### config.mk
export PLATFORM = sky130hd
export DESIGN_NAME = program_sequencer
export DESIGN_NICKNAME = d
export VERILOG_FILES = /design/src/rtl/program_sequencer_pkg.sv /design/src/rtl/prog_ram.sv /design/src/rtl/program_sequencer.sv
export SDC_FILE = /design/constraint.sdc
export NUM_CORES = 1
export LEC_CHECK = 0
export BUFFER_PORTS_ARGS = -buffer_cell sky130_fd_sc_hd__buf_2
export CORE_UTILIZATION = 40
export DETAILED_ROUTE_END_ITERATION = 6
export GPL_TIMING_DRIVEN = 0
export HOLD_SLACK_MARGIN = 0.05
export PLACE_DENSITY_LB_ADDON = 0.15
export SYNTH_ARGS = -nofsm -noshare
export SYNTH_HDL_FRONTEND = slang
export SYNTH_SLANG_ARGS = --single-unit
### constraint.sdc
create_clock -name clk -period 5.4 [get_ports clk]
set_input_delay 1.08 -clock clk [delete_from_list [all_inputs] [get_ports clk]]
set_output_delay 1.08 -clock clk [all_outputs]
set_load 0.02 [all_outputs]
### src/rtl/program_sequencer_pkg.sv
`default_nettype none
// ============================================================================
//  Module      : program_sequencer_pkg
//  Description : Shared definitions for the program sequencer. Holds the
//                sequencer state encodings and the default address width,
//                instruction width and watchdog limit. The cpu bench includes
//                the same header so both sides agree on the encodings.
//  Revision    : 1.0  initial release
// ============================================================================
package program_sequencer_pkg;

    localparam int c_AW_DEFAULT      = 4;
    localparam int c_IW_DEFAULT      = 16;
    localparam int c_TIMEOUT_DEFAULT = 64;

    localparam int c_STATE_W = 4;
    typedef logic [c_STATE_W-1:0] state_t;

    localparam state_t c_ST_IDLE      = 4'd0;
    localparam state_t c_ST_FETCH     = 4'd1;
    localparam state_t c_ST_LOAD      = 4'd2;
    localparam state_t c_ST_START     = 4'd3;
    localparam state_t c_ST_WAIT_LOW  = 4'd4;
    localparam state_t c_ST_WAIT_HIGH = 4'd5;
    localparam state_t c_ST_NEXT      = 4'd6;
    localparam state_t c_ST_DONE      = 4'd7;
    localparam state_t c_ST_ERR       = 4'd8;

endpackage : program_sequencer_pkg
`default_nettype wire

### src/rtl/prog_ram.sv
`default_nettype none
// ============================================================================
//  Module      : prog_ram
//  Description : 2**AW x IW program store. One synchronous write port and one
//                synchronous read port (one-cycle latency). No reset: contents
//                survive a sequencer reset.
//  Ports       : clk      - rising-edge clock
//                i_we     - write enable
//                i_waddr  - write address
//                i_wdata  - write data
//                i_raddr  - read address, captured every cycle
//                o_rdata  - registered read data
//  Revision    : 1.0  initial release
// ============================================================================
module prog_ram
    import program_sequencer_pkg::*;
#(
    parameter int AW = c_AW_DEFAULT,
    parameter int IW = c_IW_DEFAULT
) (
    input  logic          clk,
    input  logic          i_we,
    input  logic [AW-1:0] i_waddr,
    input  logic [IW-1:0] i_wdata,
    input  logic [AW-1:0] i_raddr,
    output logic [IW-1:0] o_rdata
);

    logic [IW-1:0] r_mem_q [0:(2**AW)-1];

    always_ff @(posedge clk) begin
        if (i_we) begin
            r_mem_q[i_waddr] <= i_wdata;
        end
        // Write-first on an address collision: a run started in the same
        // cycle as a program write must fetch the freshly written word.
        if (i_we && (i_waddr == i_raddr)) begin
            o_rdata <= i_wdata;
        end else begin
            o_rdata <= r_mem_q[i_raddr];
        end
    end

endmodule : prog_ram
`default_nettype wire

### src/rtl/program_sequencer.sv
`default_nettype none
// ============================================================================
//  Module      : program_sequencer
//  Description : Replays a small program RAM into the cpu instruction
//                interface. Per instruction: fetch word, pulse cpu_load, pulse
//                cpu_s, then wait for cpu_w to fall and rise again. A watchdog
//                bounds each wait; expiry parks the sequencer in ERR.
//  Ports       : clk        - rising-edge clock
//                reset      - synchronous, active-low
//                prog_we    - program write enable (ignored while busy)
//                prog_addr  - program write address
//                prog_wdata - program write data
//                start      - begin a run (honoured in IDLE/DONE/ERR only)
//                len        - instruction count 0..2**AW, latched on start
//                cpu_w      - cpu idle/ready flag
//                cpu_in     - registered instruction word to cpu
//                cpu_load   - one-cycle load strobe
//                cpu_s      - one-cycle start strobe
//                pc         - index of current instruction
//                busy/done/err - status decoded from state
//  Revision    : 1.0  initial release
// ============================================================================
module program_sequencer
    import program_sequencer_pkg::*;
#(
    parameter int AW      = c_AW_DEFAULT,
    parameter int IW      = c_IW_DEFAULT,
    parameter int TIMEOUT = c_TIMEOUT_DEFAULT
) (
    input  logic          clk,
    input  logic          reset,
    input  logic          prog_we,
    input  logic [AW-1:0] prog_addr,
    input  logic [IW-1:0] prog_wdata,
    input  logic          start,
    input  logic [AW:0]   len,
    input  logic          cpu_w,
    output logic [IW-1:0] cpu_in,
    output logic          cpu_load,
    output logic          cpu_s,
    output logic [AW-1:0] pc,
    output logic          busy,
    output logic          done,
    output logic          err
);

    localparam int                  c_WDOG_W    = $clog2(TIMEOUT) + 1;
    localparam logic [c_WDOG_W-1:0] c_WDOG_LAST = c_WDOG_W'(TIMEOUT - 1);
    localparam logic [c_WDOG_W-1:0] c_WDOG_MAX  = {c_WDOG_W{1'b1}};

    state_t              r_state_q,  w_state_d;
    logic [AW-1:0]       r_pc_q,     w_pc_d;
    logic [AW:0]         r_len_q,    w_len_d;
    logic [c_WDOG_W-1:0] r_wdog_q,   w_wdog_d;
    logic [c_WDOG_W-1:0] w_wdog_inc;
    logic [IW-1:0]       r_cpu_in_q, w_cpu_in_d;
    logic [IW-1:0]       w_ram_rdata;
    logic                w_busy;

    assign w_busy   = (r_state_q != c_ST_IDLE) && (r_state_q != c_ST_DONE)
                   && (r_state_q != c_ST_ERR);
    assign busy     = w_busy;
    assign done     = (r_state_q == c_ST_DONE);
    assign err      = (r_state_q == c_ST_ERR);
    assign cpu_load = (r_state_q == c_ST_LOAD);
    assign cpu_s    = (r_state_q == c_ST_START);
    assign cpu_in   = r_cpu_in_q;
    assign pc       = r_pc_q;

    // The read address follows the next pc so the word for FETCH is already
    // registered when FETCH is entered.
    prog_ram #(
        .AW (AW),
        .IW (IW)
    ) u_prog_ram (
        .clk     (clk),
        .i_we    (prog_we & ~w_busy),
        .i_waddr (prog_addr),
        .i_wdata (prog_wdata),
        .i_raddr (w_pc_d),
        .o_rdata (w_ram_rdata)
    );

    always_comb begin
        w_state_d  = r_state_q;
        w_pc_d     = r_pc_q;
        w_len_d    = r_len_q;
        w_wdog_d   = r_wdog_q;
        w_cpu_in_d = r_cpu_in_q;
        w_wdog_inc = (r_wdog_q == c_WDOG_MAX) ? r_wdog_q
                                              : r_wdog_q + c_WDOG_W'(1);
        case (r_state_q)
            c_ST_IDLE, c_ST_DONE, c_ST_ERR: begin
                if (start) begin
                    w_pc_d = '0;
                    if (len == '0) begin
                        w_state_d = c_ST_DONE;
                    end else begin
                        w_state_d = c_ST_FETCH;
                        w_len_d   = len;
                    end
                end
            end
            c_ST_FETCH: begin
                w_cpu_in_d = w_ram_rdata;
                w_state_d  = c_ST_LOAD;
            end
            c_ST_LOAD: begin
                w_state_d = c_ST_START;
            end
            c_ST_START: begin
                w_wdog_d  = '0;
                w_state_d = c_ST_WAIT_LOW;
            end
            c_ST_WAIT_LOW: begin
                if (!cpu_w) begin
                    w_wdog_d  = '0;
                    w_state_d = c_ST_WAIT_HIGH;
                end else if (r_wdog_q == c_WDOG_LAST) begin
                    w_state_d = c_ST_ERR;
                end else begin
                    w_wdog_d = w_wdog_inc;
                end
            end
            c_ST_WAIT_HIGH: begin
                if (cpu_w) begin
                    w_state_d = c_ST_NEXT;
                end else if (r_wdog_q == c_WDOG_LAST) begin
                    w_state_d = c_ST_ERR;
                end else begin
                    w_wdog_d = w_wdog_inc;
                end
            end
            c_ST_NEXT: begin
                // Compared in AW+1 bits so len = 2**AW ends at pc = 2**AW-1
                // without pc ever wrapping.
                if ({1'b0, r_pc_q} == (r_len_q - (AW+1)'(1))) begin
                    w_state_d = c_ST_DONE;
                end else begin
                    w_pc_d    = r_pc_q + AW'(1);
                    w_state_d = c_ST_FETCH;
                end
            end
            default: begin
                w_state_d = c_ST_IDLE;
            end
        endcase
    end

    always_ff @(posedge clk) begin
        if (!reset) begin
            r_state_q  <= c_ST_IDLE;
            r_pc_q     <= '0;
            r_len_q    <= '0;
            r_wdog_q   <= '0;
            r_cpu_in_q <= '0;
        end else begin
            r_state_q  <= w_state_d;
            r_pc_q     <= w_pc_d;
            r_len_q    <= w_len_d;
            r_wdog_q   <= w_wdog_d;
            r_cpu_in_q <= w_cpu_in_d;
        end
    end

endmodule : program_sequencer
`default_nettype wire

# --- After elaboration in Yosys (flattened, before gate mapping) ---
# Memory sizes are Yosys's and may differ from the RTL's. A register that Yosys moved wholly into a read port is not among the register bits.
# Cells that the tools add are included.
op_classes:
  add_sub_neg: 3
  eq_ne: 15
  mux: 17
  bitwise: 3
  n_reduce_logical: 9
op_table:
  columns: ["op", "n"]
  rows:
  - ["two-way mux 7 bit", 4]
  - ["case mux 4 bit (7 select lines)", 1]
  - ["two-way mux 4 bit", 6]
  - ["case mux 7 bit (3 select lines)", 1]
  - ["== test 4 x 3 -> 1 bit, second input constant", 4]
  - ["== test 4 x 2 -> 1 bit, second input constant", 2]
  - ["case mux 4 bit (2 select lines)", 1]
  - ["adder 7 x 1 -> 7 bit, second input constant", 1]
  - ["== test 7 x 6 -> 1 bit, second input constant", 1]
  - ["== test 7 bit, second input constant", 1]
  - ["two-way mux 3 bit", 2]
  - ["== test 4 x 5 -> 1 bit", 1]
  - ["zero test 5 bit", 1]
  - ["subtractor 5 x 1 -> 5 bit, second input constant", 1]
  - ["adder 4 x 1 -> 4 bit, second input constant", 1]
  - ["== test 4 x 1 -> 1 bit, second input constant", 1]
  - ["== test 4 bit, second input constant", 1]
  - ["zero test 4 bit", 1]
  - ["!= test 2 bit, second input constant", 2]
  - ["!= test 4 x 3 -> 1 bit, second input constant", 1]
  - ["!= test 4 bit, second input constant", 1]
  - ["nonzero test 4 bit", 1]
  - ["AND reduction 3 bit", 1]
  - ["nonzero test 3 bit", 1]
  - ["6 further kinds", 9]
totals:
  reg_bits: 36
  mem_bits_rw: 256
  in_bits: 30
  out_inout_bits: 25
  elab_cells: 53
  mem_count: 1
mem_list:
  columns: ["memory", "words", "width", "read_ports", "rd_clocked_by_memory_dff", "wr", "line_no", "text"]
  rows:
  - ["u_prog_ram.r_mem_q", 16, 16, 1, 1, 1, "prog_ram.sv:29", "logic [IW-1:0] r_mem_q [0:(2**AW)-1];"]

# --- Longest topological paths before layout ---
# Gate-level depths: netlist of the first run.
depth:
  ltp_word: 7
  depth_mapped: 7
  mapped_depth_nobuf: 7

# --- Cells and area by module ---
# Synthesis of the first run repeated with hierarchy kept, for this count alone.
unflattened:
  cells_unflattened: 654
  area_unflattened_um2: 11716.2
by_module_without_submodules:
  columns: ["mod", "instances", "cells_each", "area_per_inst_um2"]
  rows:
  - ["prog_ram", 1, 420, 9801.9]
  - ["program_sequencer", 1, 234, 1914.3]

# --- Worst setup path after synthesis of the first run ---
# No wires, ideal clock.
synth_path:
  path_kind: "input to register"
  start: "in prog_we"
  end: "mem u_prog_ram.r_mem_q[1][0] (netlist bit), enable pin"
  arrival_ns: 2.499
  path_slack_ns: 2.491
  stages: 3
  cell_sequence: "nor2b_4 > nand3b_1 > nor3_1"
synth_between:
  elab_chain_cells: 3
synth_lines:
  columns: ["item", "line_no", "text"]
  rows:
  - ["start, declared", "program_sequencer.sv:32", "input logic prog_we,"]
  - ["AND 1 bit", "program_sequencer.sv:77", ".i_we (prog_we & ~w_busy),"]
  - ["two-way mux 1 bit", "prog_ram.sv:32", "if (i_we) begin"]
  - ["two-way mux 1 bit (not written as such)", "prog_ram.sv:33", "r_mem_q[i_waddr] <= i_wdata;"]
  - ["end, declared", "prog_ram.sv:29", null]
# No other way between the ends.

# --- Final worst setup path of the first run ---
layout_path:
  start: "reg r_state_q[3]"
  end: "out busy"
layout_between:
  elab_chain_cells: 3
  word_cells_on_any_way: 5
  cone_classes: "eq/ne (2); reduce/logical (3)"
layout_lines:
  columns: ["item", "line_no", "text"]
  rows:
  - ["start, declared", "program_sequencer.sv:51", "state_t r_state_q, w_state_d;"]
  - ["start signal, assigned", "program_sequencer.sv:152", "r_state_q <= c_ST_IDLE;"]
  - ["start signal, assigned", "program_sequencer.sv:158", "r_state_q <= w_state_d;"]
  - ["!= test 4 x 3 -> 1 bit / nonzero test 4 bit (equally long branches)", "program_sequencer.sv:60", "assign w_busy = (r_state_q != c_ST_IDLE) && (r_state_q != c_ST_DONE)"]
  - ["logical AND 1 bit", "program_sequencer.sv:60", null]
  - ["logical AND 1 bit *", "program_sequencer.sv:61", "&& (r_state_q != c_ST_ERR);"]
  - ["end, declared", "program_sequencer.sv:42", "output logic busy,"]
# Every way passes the cells marked *; elsewhere a longest branch is shown, timed or not.

==> impl_metrics.yaml, run 1 <==
clock_tree:
  ctsLongestPathBuffers: 3
  postCtsHoldBufs: 0
  ctsResizeCount: 0
  root_buffer: "clkbuf_16"
  insertion_delay_ns: 0.56
  cts_tree: "yes"
  h-tree-depth: 1
  cts_made_buffers: 31
  post_cts_buffers: 0
  cts.clk_slew.worst_paths_ns: 0.06
  clock-sinks: 296
setup_path:
  worstPathArrival_ns: 1.84
  crit_end: "busy"
  r2r_slack_ns: 2.75
  crit_fanout: 8
  crit_start: "r_state_q[3]$_SDFFE_PN0P_"
  rr_startpoint: "r_state_q[1]$_SDFFE_PN0P_"
  crit_required_ns: 4.32
  reg2reg_depth: 6
  crit_type: "register to output port"
  path_cells: "and4b_1 > buf_4 > nor2_2 > buf_2"
  r2r-end: "u_prog_ram.r_mem_q[2][11]$_DFFE_PP_"
  critical-path-max-stage-delay_ns: 0.54
  crit_path_end_kind: "output port"
  worst_setup_path_start_kind: "register"
  cp_slowest_cell: "dfxtp_1"
global_routing:
  grtUsageMet3_pct: 2.13
  antenna_found_initial: 0
  use_met1_pct: 24.0
  grt.met2_usage_pct: 28.3
  grt_pass1_wl_um: 38500
  track_usage_pct: 17.1
  grt_max_degree: 17
  first_global_vias: 6339
  top_usage_layer: "met2"
  grt_overflow_total: 0
synth:
  syn_area_per_cell_um2: 18.3
  synthCells: 638
  syn_area_mm2: 0.0117
  yosys_register_bits: 296
  synthFlopType: "edfxtp_1"
  synth_cell_types: 58
  synthesis.nets: 671
  yosys_warnings: 0
  async_reset_ff_share_pct: 0
  yosysSeqAreaShare_pct: 72.5
  synth_edf_count: 256
detailed_routing:
  vias: 6101
  viasPerCell: 5.31
  wl_um: 24900
  final_antenna_net_count: 0
  drtIter0Drc: 517
  drc: 0
  drt_first_pass_iters: 4
  wl_per_cell_um: 21.6
power_and_ir_drop:
  p_total_mw: 4.83
  ir_worst_vdd_uv: 220
  p_seq_share_pct: 52.7
  combPwrFrac_pct: 4.4
  power.density_mw_per_mm2: 351
  power.switching_uw: 995
  pwr-share-clk_pct: 43.0
  p_int_mw: 3.84
  swShare_pct: 20.6
  p_leak_nw: 4.42
floorplan:
  ios: 55
  die_x_um: 173
  die_area_mm2: 0.0299
  initial_utilization_pct: 40.7
  rows: 62
  core-area_mm2: 0.0288
  die_height_um: 173
final_layout:
  fillCellCount: 2405
  final_nets: 773
  syn_to_final_growth_pct: 17.6
  final_cell_mix: "256 x edfxtp_1, 64 x mux4_2, 57 x buf_2, 40 x mux2i_1, 40 x dfxtp_1"
  multi_input_area_mm2: 0.00309
  n_antenna_cell: 0
  final_common_cell: "edfxtp_1"
  regArea_mm2: 0.00849
  drive_gt1_share_pct: 28.5
timing:
  rsz0062_at_grt: "false"
  slew_viol_final: 0
  max_slew.worst_pin.slew_ns: 0.957
  report.final.setup_viol: 0
  clock_skew_ns: 0.0137
  finalHoldViolCount: 0
  slew_headroom_pct: 35.8
  fin_crit_ns: 2.92
  max_freq_mhz: 342
  tns_ns: 0
  fin_crit_sh_pct: 54.1
min_path:
  hold_path_class: "register to register"
  hp-start: "r_wdog_q[6]$_SDFFE_PN0P_"
placed_design:
  port_buffers: 53
  hpwl_um: 17000
  place_congestion: 0.876
run_status:
  outcome: "finished, final reports clean"
flow_run:
  maxCapViolCount: 0
[how the worst min path moves through the flow]
stage / slack (ns) / depth (start not counted) / to
after floorplan: 0.42 / 2 / r_wdog_q[6]$_SDFFE_PN0P_
after global placement: 0.44 / 2 / r_wdog_q[6]$_SDFFE_PN0P_
after detailed placement: 0.44 / 2 / r_wdog_q[6]$_SDFFE_PN0P_
after CTS: 0.45 / 2 / r_wdog_q[6]$_SDFFE_PN0P_
after global routing: 0.48 / 2 / r_wdog_q[6]$_SDFFE_PN0P_
final: 0.45 / 2 / r_wdog_q[6]$_SDFFE_PN0P_
[state kept, by name (all words and copies together), names as in the netlist, named ones only]
signal / cells
u_prog_ram.r_mem_q: 256
cpu_in: 16
r_wdog_q: 7
r_len_q: 5
pc: 4
r_state_q: 4
[logic make-up (layout without fill, tap and decap cells)]
family / count (synthesis) / after routing / synth area share, %
AOI/OAI and AO/OA: 65 / 65 / 3.68
DFF: 296 / 296 / 72.5
buffers and inverters: 40 / 167 / 1.53
muxes: 104 / 104 / 15.7
and+or+nand+nor: 122 / 122 / 5.61
adders and majority gates: 3 / 3 / 0.321
xor gates and xnor gates: 8 / 8 / 0.599
[power groups by stage]
stage               clock network (mW)  registers (mW)  logic (mW)
floorplan                            0            2.60       0.104
global placement                     0            2.59       0.193
detailed placement                   0            2.59       0.212
CTS                               2.11            2.54       0.213
global route                      2.21            2.55       0.231
finish                            2.08            2.54       0.211
[through the flow]
| step | setup WS, ns | instance area (um^2) | hold slack (ns) | utilization (%) | cells |
|---|---|---|---|---|---|
| after global routing | 2.40 | 13800 | 0.477 | 47.8 | 1149 |
| after floorplan | 2.49 | 11700 | 0.422 | - | 638 |
| final | 2.48 | 13800 | 0.450 | 47.8 | 1149 |
| after global placement | 1.09 | 12400 | 0.438 | 43.3 | 1075 |
| after CTS | 2.45 | 13800 | 0.451 | 47.8 | 1149 |
| after detailed placement | 2.46 | 12700 | 0.436 | 44.3 | 1091 |
[critical path: cells and delay by family, from the launching register on]
family        cells  cell delay (ns)
simple gates      2             0.40
buf+inv           2             0.36
flops             1             0.54
[area by class of cell]
type,instances,area share [%]
clock buffers,45,6.53
well taps,384,3.49
clock inverters,13,0.837
plain buffers,31,1.05
flip-flops and latches,296,61.7
inverters,9,0.245
multi-input cells,302,22.4
repair buffers,69,3.72
[metal layers]
layer  vias to the layer above  part of all wire [%]  routed length (um)
li1                       2758                     -                   -
met1                      3176                    45               11300
met2                       125                    49               12200
met3                        42                   3.4                 854
met4                         0                   2.1                 528
met5                         -                     0                   0
[synthesized netlist by cell type (4+ instances only)]
master    count  area share [%]
xnor2_1       5            0.37
buf_4         6            0.38
dfxtp_1      40             6.8
o21ai_1       4            0.17
buf_1         7            0.22
a21oi_1      21            0.90
nand3_1      13            0.56
o21ai_0      15            0.64
buf_2         4            0.17
nor2b_1       9            0.48
nand2_1      18            0.58
mux4_2       64              12
nor2_1       41             1.3
edfxtp_1    256              66
nor3_1        9            0.38
a22oi_1       4            0.26
nand2b_1      7            0.37
mux2i_1      40             3.4
inv_1         8            0.26
clkbuf_1     13            0.42
(Power assumes the default switching activity.)
==> run 2, diff against run 1 <==
==> constraint.sdc (replaced) <==
create_clock -name clk -period 2.5 [get_ports clk]
set_input_delay 0.5 -clock clk [delete_from_list [all_inputs] [get_ports clk]]
set_output_delay 0.5 -clock clk [all_outputs]
set_load 0.02 [all_outputs]
==> run 2 against run 1 <==
  * Sequential power up 120%
  * First-iteration DRC count decreased by 7.9%
  * Largest cell class unchanged
  * Sequential cell count unchanged
==> impl_metrics.yaml, run 2 (same netlist as run 1, synthesis figures left out) <==
final_layout:
  fillCellCount: 2366
  multi_input_area_mm2: 0.00315
  regArea_mm2: 0.00849
  max_flop_register: "u_prog_ram.r_mem_q"
  largest_reg_flops: 256
  syn_to_final_growth_pct: 19.2
  final_cell_mix: "256 x edfxtp_1, 64 x mux4_2, 57 x buf_2, 40 x mux2i_1, 40 x dfxtp_1"
  final_area_mm2: 0.0140
  final_common_cell: "edfxtp_1"
  final_nets: 783
  drive_gt1_share_pct: 29.2
setup_path:
  crit_type: "register to register"
  crit_path_end_kind: "register"
  path_cells: "and4b_1 > buf_4 > nor2_2 > nor2b_4 > or3b_1 > nor2_4 > buf_16"
  crit_start: "r_state_q[3]$_SDFFE_PN0P_"
  cp.depth: 7
  crit_end: "u_prog_ram.r_mem_q[12][5]$_DFFE_PP_"
  r2r-end: "u_prog_ram.r_mem_q[12][5]$_DFFE_PP_"
  r2r_slack_ns: 0.11
  reg2reg_depth: 7
  cp_slowest_cell: "or3b_1"
  critical-path-max-stage-delay_ns: 0.53
  rr_startpoint: "r_state_q[3]$_SDFFE_PN0P_"
  worst_setup_path_start_kind: "register"
  crit_fanout: 12
  path_delay_family: "simple AND/OR/NAND/NOR gates"
  worstPathArrival_ns: 2.65
  crit_required_ns: 2.76
  critPathBufInv: 2
floorplan:
  die_area_mm2: 0.0299
  ios: 55
  core-area_mm2: 0.0288
  rows: 62
  die_x_um: 173
  initial_utilization_pct: 40.7
  die_height_um: 173
power_and_ir_drop:
  ir_worst_vdd_uv: 409
  p_leak_nw: 4.50
  power.density_mw_per_mm2: 747
timing:
  fin_crit_ns: 2.39
  max_slew.worst_pin.slew_ns: 1.02
  report.final.setup_viol: 0
  fin_crit_sh_pct: 95.6
  clock_skew_ns: 0.0118
  whs_ns: 0.214
  max_freq_mhz: 418
  slew_headroom_pct: 32.3
  finalHoldViolCount: 0
  tns_ns: 0
  slew_viol_final: 0
detailed_routing:
  final_antenna_net_count: 0
  drc: 0
  drtIter0Drc: 476
  vias: 6053
  drt_first_pass_iters: 4
  viasPerCell: 5.22
  wl_per_cell_um: 21.7
  wl_um: 25100
placed_design:
  port_buffers: 53
  place_congestion: 0.859
  hpwl_um: 16800
  post_dp_cell_area_mm2: 0.0128
run_status:
  outcome: "finished, final reports clean"
clock_tree:
  insertion_delay_ns: 0.55
  cts_tree: "yes"
  clock-sinks: 296
  cts_made_buffers: 31
  ctsLongestPathBuffers: 3
  root_buffer: "clkbuf_16"
  h-tree-depth: 1
  postCtsHoldBufs: 0
  cts.clk_slew.worst_paths_ns: 0.06
min_path:
  hold_path_depth: 3
  hp-start: "len[1]"
  hold_path_class: "primary input to register"
global_routing:
  grt_max_degree: 17
  track_usage_pct: 16.9
  grt_pass1_wl_um: 38000
  antenna_found_initial: 1
  grt_overflow_total: 0
  first_global_vias: 6297
flow_run:
  maxCapViolCount: 0
[run 2: cell types whose count changed in the layout (fill, tap and decap cells not counted), moves of 2 or more]
| cell | previous run | this run |
|---|---|---|
| buf_12 | 0 | 5 |
| buf_4 | 6 | 13 |
| buf_6 | 5 | 3 |
| clkbuf_8 | 7 | 3 |
| nor2_2 | 13 | 6 |
| nor2_4 | 0 | 7 |
| nor3_2 | 5 | 1 |
| nor3_4 | 1 | 5 |
[run 2: per-stage QoR]
stage / util (%) / power, mW / setup WS [ns] / cells
after floorplan: - / 5.84 / -0.0631 / 638
after global placement: 43.3 / 6.01 / -0.800 / 1075
after detailed placement: 44.3 / 6.06 / -0.265 / 1089
after CTS: 47.9 / 10.5 / -0.0328 / 1149
after global routing: 48.5 / 10.8 / -0.00836 / 1159
final: 48.5 / 10.4 / 0.109 / 1159
[run 2: routing by layer]
metal / global-route usage (%) / up-vias / wire (um)
met5: 0 / - / 0
met4: 4.87 / 0 / 437
met3: 2.37 / 33 / 1170
met2: 27.9 / 102 / 12400
met1: 23.4 / 3132 / 11100
li1: - / 2786 / -
[run 2: repair_timing]
item / 4_1_cts / 5_1_grt
resized for setup: 2 / 7
pin swaps: 2 / 5
cloned: 0 / 0
buffers inserted: 3 / 9
setup endpoints to repair: 68 / 97
[run 2: final cells by class]
cell class | instances | area share (%)
diodes | 1 | 0.0179
plain buffers | 31 | 1.05
clock buffers | 42 | 6.07
clock inverters | 15 | 1.08
inverters | 9 | 0.242
multi-input cells | 302 | 22.6
flip-flops and latches | 296 | 60.8
well taps | 384 | 3.44
repair buffers | 79 | 4.69
[run 2: worst min path at each step]
stage               slack [ns]                  endpoint
floorplan                 0.42  r_wdog_q[6]$_SDFFE_PN0P_
global placement          0.44  r_wdog_q[6]$_SDFFE_PN0P_
detailed placement        0.44  r_wdog_q[6]$_SDFFE_PN0P_
CTS                       0.20   r_len_q[1]$_SDFFE_PN0P_
global route              0.22   r_len_q[1]$_SDFFE_PN0P_
finish                    0.21   r_len_q[1]$_SDFFE_PN0P_
[run 2: power by group]
group          switching, mW  internal, mW  leakage [nW]  total [mW]
Sequential            0.0430          5.45          2.63        5.50
Combinational          0.314         0.162          1.37       0.476
Clock                   1.79          2.67         0.489        4.46
[run 2: worst reg2reg max path: stages, from the launching register on]
cell	delay (ns)
dfxtp_1	0.41
and4b_1	0.29
buf_4	0.14
nor2_2	0.05
nor2b_4	0.17
or3b_1	0.53
nor2_4	0.31
buf_16	0.19
